==> src/rtl/if_stage_if.sv <==
// Fetch-stage bus: instruction-memory port, hazard/redirect controls and IF/ID outputs.
// master = fetch stage, slave = surrounding pipeline / memory.
interface if_stage_if;
  logic [31:0] imem_addr;
  logic [31:0] imem_rdata;
  logic        stall;
  logic        jump;
  logic        branch_taken;
  logic [31:0] branch_target;
  logic [31:0] pc;
  logic [31:0] ifid_instr;
  logic [31:0] ifid_pc4;
  logic        ifid_valid;
  logic [31:0] fetch_count;

  modport master (
    input  imem_rdata,
    input  stall,
    input  jump,
    input  branch_taken,
    input  branch_target,
    output imem_addr,
    output pc,
    output ifid_instr,
    output ifid_pc4,
    output ifid_valid,
    output fetch_count
  );

  modport slave (
    output imem_rdata,
    output stall,
    output jump,
    output branch_taken,
    output branch_target,
    input  imem_addr,
    input  pc,
    input  ifid_instr,
    input  ifid_pc4,
    input  ifid_valid,
    input  fetch_count
  );
endinterface

==> src/rtl/if_stage.sv <==
// Instruction fetch stage: PC register, imem address, IF/ID pipeline register.
// Ports: clk, rst_n (sync, active low), bus (if_stage_if.master).
module if_stage #(
  parameter logic [31:0] RESET_PC  = 32'h0000_0000,
  parameter logic [31:0] NOP_INSTR = 32'h0000_0000
) (
  input  logic clk,
  input  logic rst_n,
  if_stage_if.master bus
);

  typedef struct packed {
    logic [31:0] instr;
    logic [31:0] pc4;
    logic        valid;
  } if_id_t;

  localparam if_id_t BUBBLE = '{
    instr: NOP_INSTR,
    pc4:   32'd0,
    valid: 1'b0
  };

  logic [31:0] pc_q, pc_d;
  logic [31:0] cnt_q, cnt_d;
  if_id_t      ifid_q, ifid_d;
  logic [31:0] pc_plus4;
  logic [31:0] jump_target;
  logic        take_br;
  logic        hold;
  logic        take_j;

  assign pc_plus4    = pc_q + 32'd4;
  assign jump_target = {ifid_q.pc4[31:28],
                        ifid_q.instr[25:0], 2'b00};

  // Mutually exclusive selects encode the redirect priority;
  // a bubble in IF/ID can never redirect.
  assign take_br = bus.branch_taken;
  assign hold    = !bus.branch_taken && bus.stall;
  assign take_j  = !bus.branch_taken && !bus.stall &&
                   bus.jump && ifid_q.valid;

  always_comb begin
    pc_d   = pc_q;
    ifid_d = ifid_q;
    cnt_d  = cnt_q;
    unique case (1'b1)
      take_br: begin
        pc_d   = {bus.branch_target[31:2], 2'b00};
        ifid_d = BUBBLE;
      end
      hold: begin
      end
      take_j: begin
        pc_d   = jump_target;
        ifid_d = BUBBLE;
      end
      default: begin
        pc_d   = pc_plus4;
        ifid_d = '{instr: bus.imem_rdata,
                   pc4:   pc_plus4,
                   valid: 1'b1};
        cnt_d  = cnt_q + 32'd1;
      end
    endcase
  end

  always_ff @(posedge clk) begin
    if (!rst_n) begin
      pc_q   <= RESET_PC;
      ifid_q <= BUBBLE;
      cnt_q  <= 32'd0;
    end else begin
      pc_q   <= pc_d;
      ifid_q <= ifid_d;
      cnt_q  <= cnt_d;
    end
  end

  assign bus.imem_addr   = pc_q;
  assign bus.pc          = pc_q;
  assign bus.ifid_instr  = ifid_q.instr;
  assign bus.ifid_pc4    = ifid_q.pc4;
  assign bus.ifid_valid  = ifid_q.valid;
  assign bus.fetch_count = cnt_q;

endmodule

==> src/flat_wrapper.sv <==
// flat-port wrapper written by rule: the top's interface ports become plain ports
module if_stage_flat 
#(
  parameter logic [31:0] RESET_PC  = 32'h0000_0000,
  parameter logic [31:0] NOP_INSTR = 32'h0000_0000
)
  (clk, rst_n, bus_imem_rdata, bus_stall, bus_jump, bus_branch_taken, bus_branch_target, bus_imem_addr, bus_pc, bus_ifid_instr, bus_ifid_pc4, bus_ifid_valid, bus_fetch_count);
  if_stage_if bus_i ();
  input  logic clk;
  input  logic rst_n;
  input wire logic [$bits(bus_i.imem_rdata)-1:0] bus_imem_rdata;
  input wire logic [$bits(bus_i.stall)-1:0] bus_stall;
  input wire logic [$bits(bus_i.jump)-1:0] bus_jump;
  input wire logic [$bits(bus_i.branch_taken)-1:0] bus_branch_taken;
  input wire logic [$bits(bus_i.branch_target)-1:0] bus_branch_target;
  output wire logic [$bits(bus_i.imem_addr)-1:0] bus_imem_addr;
  output wire logic [$bits(bus_i.pc)-1:0] bus_pc;
  output wire logic [$bits(bus_i.ifid_instr)-1:0] bus_ifid_instr;
  output wire logic [$bits(bus_i.ifid_pc4)-1:0] bus_ifid_pc4;
  output wire logic [$bits(bus_i.ifid_valid)-1:0] bus_ifid_valid;
  output wire logic [$bits(bus_i.fetch_count)-1:0] bus_fetch_count;
  assign bus_i.imem_rdata = bus_imem_rdata;
  assign bus_i.stall = bus_stall;
  assign bus_i.jump = bus_jump;
  assign bus_i.branch_taken = bus_branch_taken;
  assign bus_i.branch_target = bus_branch_target;
  assign bus_imem_addr = bus_i.imem_addr;
  assign bus_pc = bus_i.pc;
  assign bus_ifid_instr = bus_i.ifid_instr;
  assign bus_ifid_pc4 = bus_i.ifid_pc4;
  assign bus_ifid_valid = bus_i.ifid_valid;
  assign bus_fetch_count = bus_i.fetch_count;
  if_stage #(.RESET_PC(RESET_PC), .NOP_INSTR(NOP_INSTR)) u_core (.clk(clk), .rst_n(rst_n), .bus(bus_i));
endmodule
==> config.mk <==
export PLATFORM = sky130hd
export DESIGN_NAME = if_stage_flat
export DESIGN_NICKNAME = d
export VERILOG_FILES = /design/src/rtl/if_stage_if.sv /design/src/rtl/if_stage.sv /design/src/flat_wrapper.sv
export SDC_FILE = /design/constraint.sdc
export NUM_CORES = 1
export LEC_CHECK = 0
export ABC_AREA = 1
export BUFFER_PORTS_ARGS = -buffer_cell sky130_fd_sc_hd__buf_2
export CORE_MARGIN = 3
export CORE_UTILIZATION = 46
export DETAILED_ROUTE_END_ITERATION = 6
export GPL_TIMING_DRIVEN = 0
export PLACE_DENSITY = 0.77
export SLEW_MARGIN = 20
export SYNTH_ARGS = -nofsm -noshare
export SYNTH_HDL_FRONTEND = slang
export SYNTH_SLANG_ARGS = --single-unit
==> constraint.sdc <==
create_clock -name clk -period 1.55 [get_ports clk]
set_clock_uncertainty 0.05 [all_clocks]
set_input_delay 0.31 -clock clk [delete_from_list [all_inputs] [get_ports clk]]
set_output_delay 0.31 -clock clk [all_outputs]
set_load 0.01 [all_outputs]
==> results of run 1 <==
-- metrics by stage --
step / setup WS [ns] / setup TNS (ns) / util, %
6_report: -0.0436 / -0.0921 / 67.0
5_1_grt: -0.120 / -1.38 / 67.0
4_1_cts: 0.00181 / 0 / 62.6
3_5_place_dp: -0.270 / -20.71 / 56.8
3_3_place_gp: -0.227 / -18.77 / 56.8
2_1_floorplan: 0.00699 / 0 / -
-- worst reg2reg max path: cells and delay by family, from the launching register on --
kind	cells	cell delay, ns
flip-flops	1	0.40
AND/OR/NAND/NOR	8	0.87
AO/OA/AOI/OAI	1	0.16
-- state kept, by name, indices dropped and copies added (netlist names) --
signal,cells
u_core.bus.fetch_count,32
u_core.bus.ifid_instr,32
u_core.bus.ifid_valid,1
u_core.bus.imem_addr,30
u_core.bus.ifid_pc4,30
-- cell families (layout without fill, tap and decap cells) --
group | Yosys count | count (layout)
adder cells (fa/ha/maj) | 2 | 2
AO/OA/AOI/OAI | 193 | 193
XOR/XNOR | 16 | 16
buffers and inverters | 134 | 411
other | 1 | 6
flip-flops | 125 | 125
AND/OR/NAND/NOR | 519 | 519
-- area by class of cell --
class                           count  area [um2]  area share, %
Sequential cell                   125        2620           28.0
Multi-Input combinational cell    736        3860           41.4
Clock inverter                      8         140           1.50
Buffer                             78         477           5.10
Inverter                           55         209           2.24
Clock buffer                       21         470           5.04
Tap cell                          180         225           2.41
Timing Repair Buffer              249        1330           14.3
-- timing repair --
action | CTS | global route
pin swaps | 10 | 40
setup endpoints to repair | 96 | 106
buffers inserted | 7 | 22
resized for setup | 52 | 150
-- metal layers --
metal  wire length, um  share of wire, %  GRT usage [%]
met1              9290                38           34.1
met2             12000                49           48.6
met3              2170               8.9           6.96
met4               990               4.1           14.0
met5                14             0.057              0
-- layout by cell type (no fill, tap or decap), types with 8 or more instances in the layout --
| master | count |
|---|---|
| nor2_4 | 27 |
| inv_1 | 53 |
| a31oi_1 | 10 |
| dfxtp_2 | 24 |
| dfxtp_4 | 23 |
| buf_4 | 64 |
| buf_2 | 225 |
| nor2_1 | 71 |
| nand2_4 | 8 |
| nor2_2 | 18 |
| clkbuf_1 | 22 |
| o21ai_0 | 43 |
| a21oi_1 | 121 |
| nand2_2 | 20 |
| nand3_2 | 11 |
| nand3_1 | 29 |
| a21oi_2 | 9 |
| dfxtp_1 | 78 |
| nand2_1 | 306 |
| clkbuf_16 | 17 |
| nand3b_1 | 9 |
-- power breakdown --
| group | leakage (nW) | switching, mW | internal (mW) |
|---|---|---|---|
| Combinational | 2.79 | 0.667 | 0.484 |
| Clock | 0.304 | 1.44 | 2.78 |
| Sequential | 1.04 | 0.166 | 3.33 |
| Total | 4.13 | 2.27 | 6.59 |
-- worst max path at each step --
stage | start | endpoint | slack [ns] | cells past startpoint
after floorplan | u_core.bus.fetch_count[0] | u_core.bus.fetch_count[14] | 0.007 | 10
after CTS | u_core.bus.imem_addr[10] | u_core.bus.ifid_pc4[13] | 0.002 | 7
after global placement | rst_n | u_core.bus.fetch_count[29] | -0.23 | 5
after detailed placement | rst_n | u_core.bus.fetch_count[29] | -0.27 | 5
final | u_core.bus.imem_addr[14] | u_core.bus.imem_addr[23] | -0.04 | 9
after global routing | u_core.bus.imem_addr[14] | u_core.bus.imem_addr[23] | -0.12 | 9
==> summary.txt, run 1 <==
Final setup violation count = 3
Fillcell total = 1174
Vias in the first global route = 7016
GP Congestion = 0.959
Outcome = finished with violations
Hold slack = 0.0788 ns
Least-Margin Pin Slew = 0.727 ns
Syn_area_per_cell = 6.63 um2
Reg2reg start = u_core.bus.imem_addr[14]
Simple-gate share of the synthesized area = 33.9%
Placed insts = 1395
Row count = 43
H-tree depth = 4
Antenna-violating nets left = 0
Ranking of synthesized cells by area = dfxtp_1, nand2_1, a21oi_1
Hold Path End = u_core.bus.ifid_instr[13]
Share of cells above drive strength 1 = 38.4%
Tcrit/Tclk final = 103%
Main combinational cell family by area after synthesis = simple AND/OR/NAND/NOR gates
DIE AREA = 15700 um2
Total CTS buffers = 17
Die X = 125 um
PD cells = 949 nW/um2
Worst path buffer plus inverter count = 0
Reg2Reg Capture Point = u_core.bus.imem_addr[23]
CP required = 1.82 ns
DR iter-0 viols = 670
Placed cell area = 7910 um2
Effective utilization at floorplan = 47.1%
Arr. time, crit path = 1.86 ns
Post-Synth Adder-Cell Area = 0.381%
Nets = 1333
FFs w/ async S/R, synth = 0%
Min-Delay Path Class = input port to flip-flop
First-pass GRT wire length = 36000 um
Worst path max stage delay = 0.40 ns
Global Route Usage Sum = 28.7%
Reg2reg setup slack = -0.04 ns
Vias = 7823
Max Cap Viol = 0
Drt pass-1 iters = 7
CP Cell Sequence = nand2_2 > nor2_4 > nand2_1 > nor2_4 > nand2_1 > nand2_1 > nand2_1 > a21oi_1 > nor2_1
Synthesis-to-layout area growth = 42.4%
CP Max Fanout = 6
Sequential area share after synthesis = 38.1%
EDFF count, synth = 0
Synth cell types = 35
Via/cell ratio = 5.39
Final non-filler cell total = 1452
HP Start = bus_imem_rdata[13]
Slack of the critical path = -0.0436 ns
# IOs = 230
Pwr Total = 8.86 mW
Post-synthesis compound-gate area fraction = 15.3%
Port bufs = 220
Placeable core area = 13900 um2
Top-area cell type share of the netlist area = 38.1%
RSZ-0062 raised after global routing = true
CP endpoint kind = flip-flop
Cells after synthesis = 990
Clk Latency, worst-skew pair = 0.42 ns
N_diodes = 0
Violations in the final reports = design-rule violations, negative setup slack
Count leader, synth = nand2_1
Grt ovf = 0
HPWL Detailed = 17500 um
Routed WL = 24400 um
Crit start category = flip-flop
Synth warnings = 0
CTS clk-pin slew, worst paths = 0.06 ns
Final Instance Area = 9340 um2
Final hold vios = 0
#FFs+latches synth = 125
Pin count of the biggest net entering global routing = 17
Fin. max-slew vios = 0
Most used cell, CP = nand2_1
Crit-path slowest cell = dfxtp_4
CP top delay family = simple AND/OR/NAND/NOR gates
Worst Reg-to-Reg Cells = 9
Primary FF master, synth = dfxtp_1
Clk root buf = clkbuf_16
Clk sinks = 125
Critical path type = flip-flop to flip-flop
Peak VDD IR = 0.000734 V
Max Clock Freq = 627 MHz
Initial antenna violation count = 2
Hold Path Depth = 3
Leakage = 4.13 nW
Post-layout min period = 1.59 ns
Synth area leader = dfxtp_1
CTS tree = yes
Multiplexer share of the synthesized area = 0%
Die height = 125 um
Area of the mapped netlist = 6560 um2
CTS max path bufs = 2
Hold-fix buffers, CTS = 0
Synth cell count leaders = nand2_1, a21oi_1, dfxtp_1, nor2_1, inv_1
Slew Limit Headroom = 51.5%
Wire per inst = 16.8 um
Drt drc = 5
XOR/XNOR Fraction of Synth Area = 2.14%
Power figures use the tool's default switching activity.
==> run 2, diff against run 1 <==
- clock period: 1.55 -> 1.3 ns (I/O delays scaled with it)
==> run 2 against run 1 <==
  * The run ends with negative setup slack left
  * Worst hold slack got worse by 0.063 ns
  * Sequential share of layout area fell by 3.9 points
  * Count of clock-buffer cells in the layout rose by 7
  * Global-route usage rose by 1.9 points
  * Clock power rose by 12%
  * Critical path depth fell by 1
  * Non-clock buffer count rose by 59
  * Highest routed layer unchanged
==> summary.txt, run 2 (synthesis gave the netlist of run 1 again) <==
Outcome = finished with violations
Violations in the final reports = negative setup slack
Global Route Usage Sum = 30.6% (+1.9 points)
Hold slack = 0.0160 ns (-0.0628 ns)
GP Congestion = 0.937 (-2.3%)
Clk Latency, worst-skew pair = 0.44 ns (+0.02 ns)
Leakage = 4.92 nW (+19%)
Dpl ws = -0.542 ns (-0.272 ns)
CTS max path bufs = 2 (unchanged)
Port bufs = 220 (unchanged)
CTS tree = yes
Vias = 8759 (+12%)
Worst Reg-to-Reg Cells = 8 (-1)
Commonest non-fill, non-tap cell in the layout = nand2_1
Hold Path Depth = 3 (unchanged)
Max Cap Viol = 0 (unchanged)
Critical path type = flip-flop to flip-flop
Fin. max-slew vios = 0 (unchanged)
Total CTS buffers = 17 (unchanged)
Final setup violation count = 134 (+131)
# IOs = 230 (unchanged)
Grt ovf = 0 (unchanged)
Die height = 125 um (unchanged)
Initial antenna violation count = 1 (-1)
Pin count of the biggest net entering global routing = 17 (unchanged)
Crit start category = flip-flop
Share of cells above drive strength 1 = 53.3% (+15 points)
Vias in the first global route = 7482 (+6.6%)
HPWL Detailed = 17100 um (-2.2%)
Slack of the critical path = -0.374 ns (-0.330 ns)
Antenna-violating nets left = 0 (unchanged)
Via/cell ratio = 5.79 (+7.4%)
Nets = 1392 (+4.4%)
CP endpoint kind = flip-flop
Drt drc = 0 (-5)
Slew Limit Headroom = 47.0% (-4.5 points)
Effective utilization at floorplan = 47.1% (unchanged)
Wire per inst = 19.5 um (+16%)
Register area = 2720 um2 (+3.8%)
H-tree depth = 4 (unchanged)
Final setup TNS = -20.53 ns (-20.44 ns)
CP Max Fanout = 6 (unchanged)
Placeable core area = 13900 um2 (unchanged)
Fillcell total = 828 (-29%)
Max Clock Freq = 597 MHz (-4.8%)
Multi-input logic area = 4600 um2 (+19%)
Clk sinks = 125 (unchanged)
Routed WL = 29500 um (+21%)
CTS clk-pin slew, worst paths = 0.06 ns (about the same)
RSZ-0062 raised after global routing = true
Least-Margin Pin Slew = 0.795 ns (+0.0678 ns)
Most frequent cells in the layout = nand2_1, buf_2, buf_6
Tcrit/Tclk final = 129% (+26 points)
N_diodes = 0 (unchanged)
Arr. time, crit path = 1.92 ns (+0.06 ns)
PD cells = 952 nW/um2 (+0.36%)
Drt pass-1 iters = 6 (-1)
Min-Delay Path Class = input port to flip-flop
Synthesis-to-layout area growth = 71.3%
Pwr Total = 10.7 mW (+21%)
CP required = 1.54 ns (-0.28 ns)
Post-layout min period = 1.67 ns (+0.0800 ns)
DIE AREA = 15700 um2 (unchanged)
Die X = 125 um (unchanged)
First-pass GRT wire length = 38700 um (+7.5%)
Row count = 43 (unchanged)
Peak VDD IR = 0.000639 V (-13%)
Final hold vios = 0 (unchanged)
Clk root buf = clkbuf_16
DR iter-0 viols = 906 (+35%)
[run 2: changes by cell type in the layout (fill, tap and decap cells not counted), moves of 18 or more]
cell     before  now
buf_6         7  101
nand2_1     306  255
buf_2       225  176
a21oi_1     121   84
a21oi_2       9   46
dfxtp_4      23   53
nand2_2      20   50
nor2_1       71   50
dfxtp_1      78   59
nand2_4       8   26
[run 2: report_power, final]
group	internal, mW	switching, mW
sequential	3.92	0.202
combinational	0.885	0.993
clock	2.92	1.79
[run 2: metal layers]
metal / part of all wire (%) / vias up / track usage, %
li1: - / 3841 / -
met2: 48 / 650 / 51.3
met1: 35 / 4062 / 36.7
met5: 0.044 / - / 0
met4: 6.5 / 2 / 13.6
met3: 10 / 204 / 8.46
[run 2: path summary, 6_finish.rpt]
path | slack (ns) | from | endpoint
max | -0.37 | u_core.bus.imem_addr[14] | u_core.bus.ifid_pc4[26]
min | 0.02 | bus_imem_rdata[8] | u_core.bus.ifid_instr[8]
max reg2reg | -0.37 | u_core.bus.imem_addr[14] | u_core.bus.ifid_pc4[26]
min reg2reg | 0.41 | u_core.bus.ifid_pc4[19] | u_core.bus.ifid_pc4[19]
[run 2: worst max-delay path, stage by stage (launching register included)]
cell and delay (ns):
dfxtp_4 0.40, nand2_1 0.15, nor2_4 0.16, nand2_2 0.09
nor2_4 0.26, buf_4 0.18, nand3_2 0.06, nand3_1 0.11
a21oi_1 0.07
[run 2: metrics by stage]
| step | cells | util (%) | cell area (um2) |
|---|---|---|---|
| after floorplan | 995 | - | 6780 |
| after global placement | 1395 | 58.2 | 8100 |
| after detailed placement | 1395 | 58.2 | 8100 |
| after CTS | 1472 | 71.7 | 9990 |
| after global routing | 1514 | 80.7 | 11200 |
| final | 1514 | 80.7 | 11200 |
[run 2: layout make-up]
cell class,instances,share of cell area (%)
flip-flops and latches,125,24.2
clock buffers,28,4.99
plain buffers,71,5.10
repair buffers,315,20.7
well taps,180,2.00
multi-input cells,736,40.9
clock inverters,4,0.178
inverters,55,1.93
[run 2: repair_timing]
| action | 4_1_cts | 5_1_grt |
|---|---|---|
| cloned | 1 | 3 |
| buffers inserted | 48 | 48 |
| hold buffers | 0 | 0 |
| gates resized for setup | 268 | 252 |
| pin swaps | 68 | 101 |
| endpoints found under the setup margin | 175 | 170 |
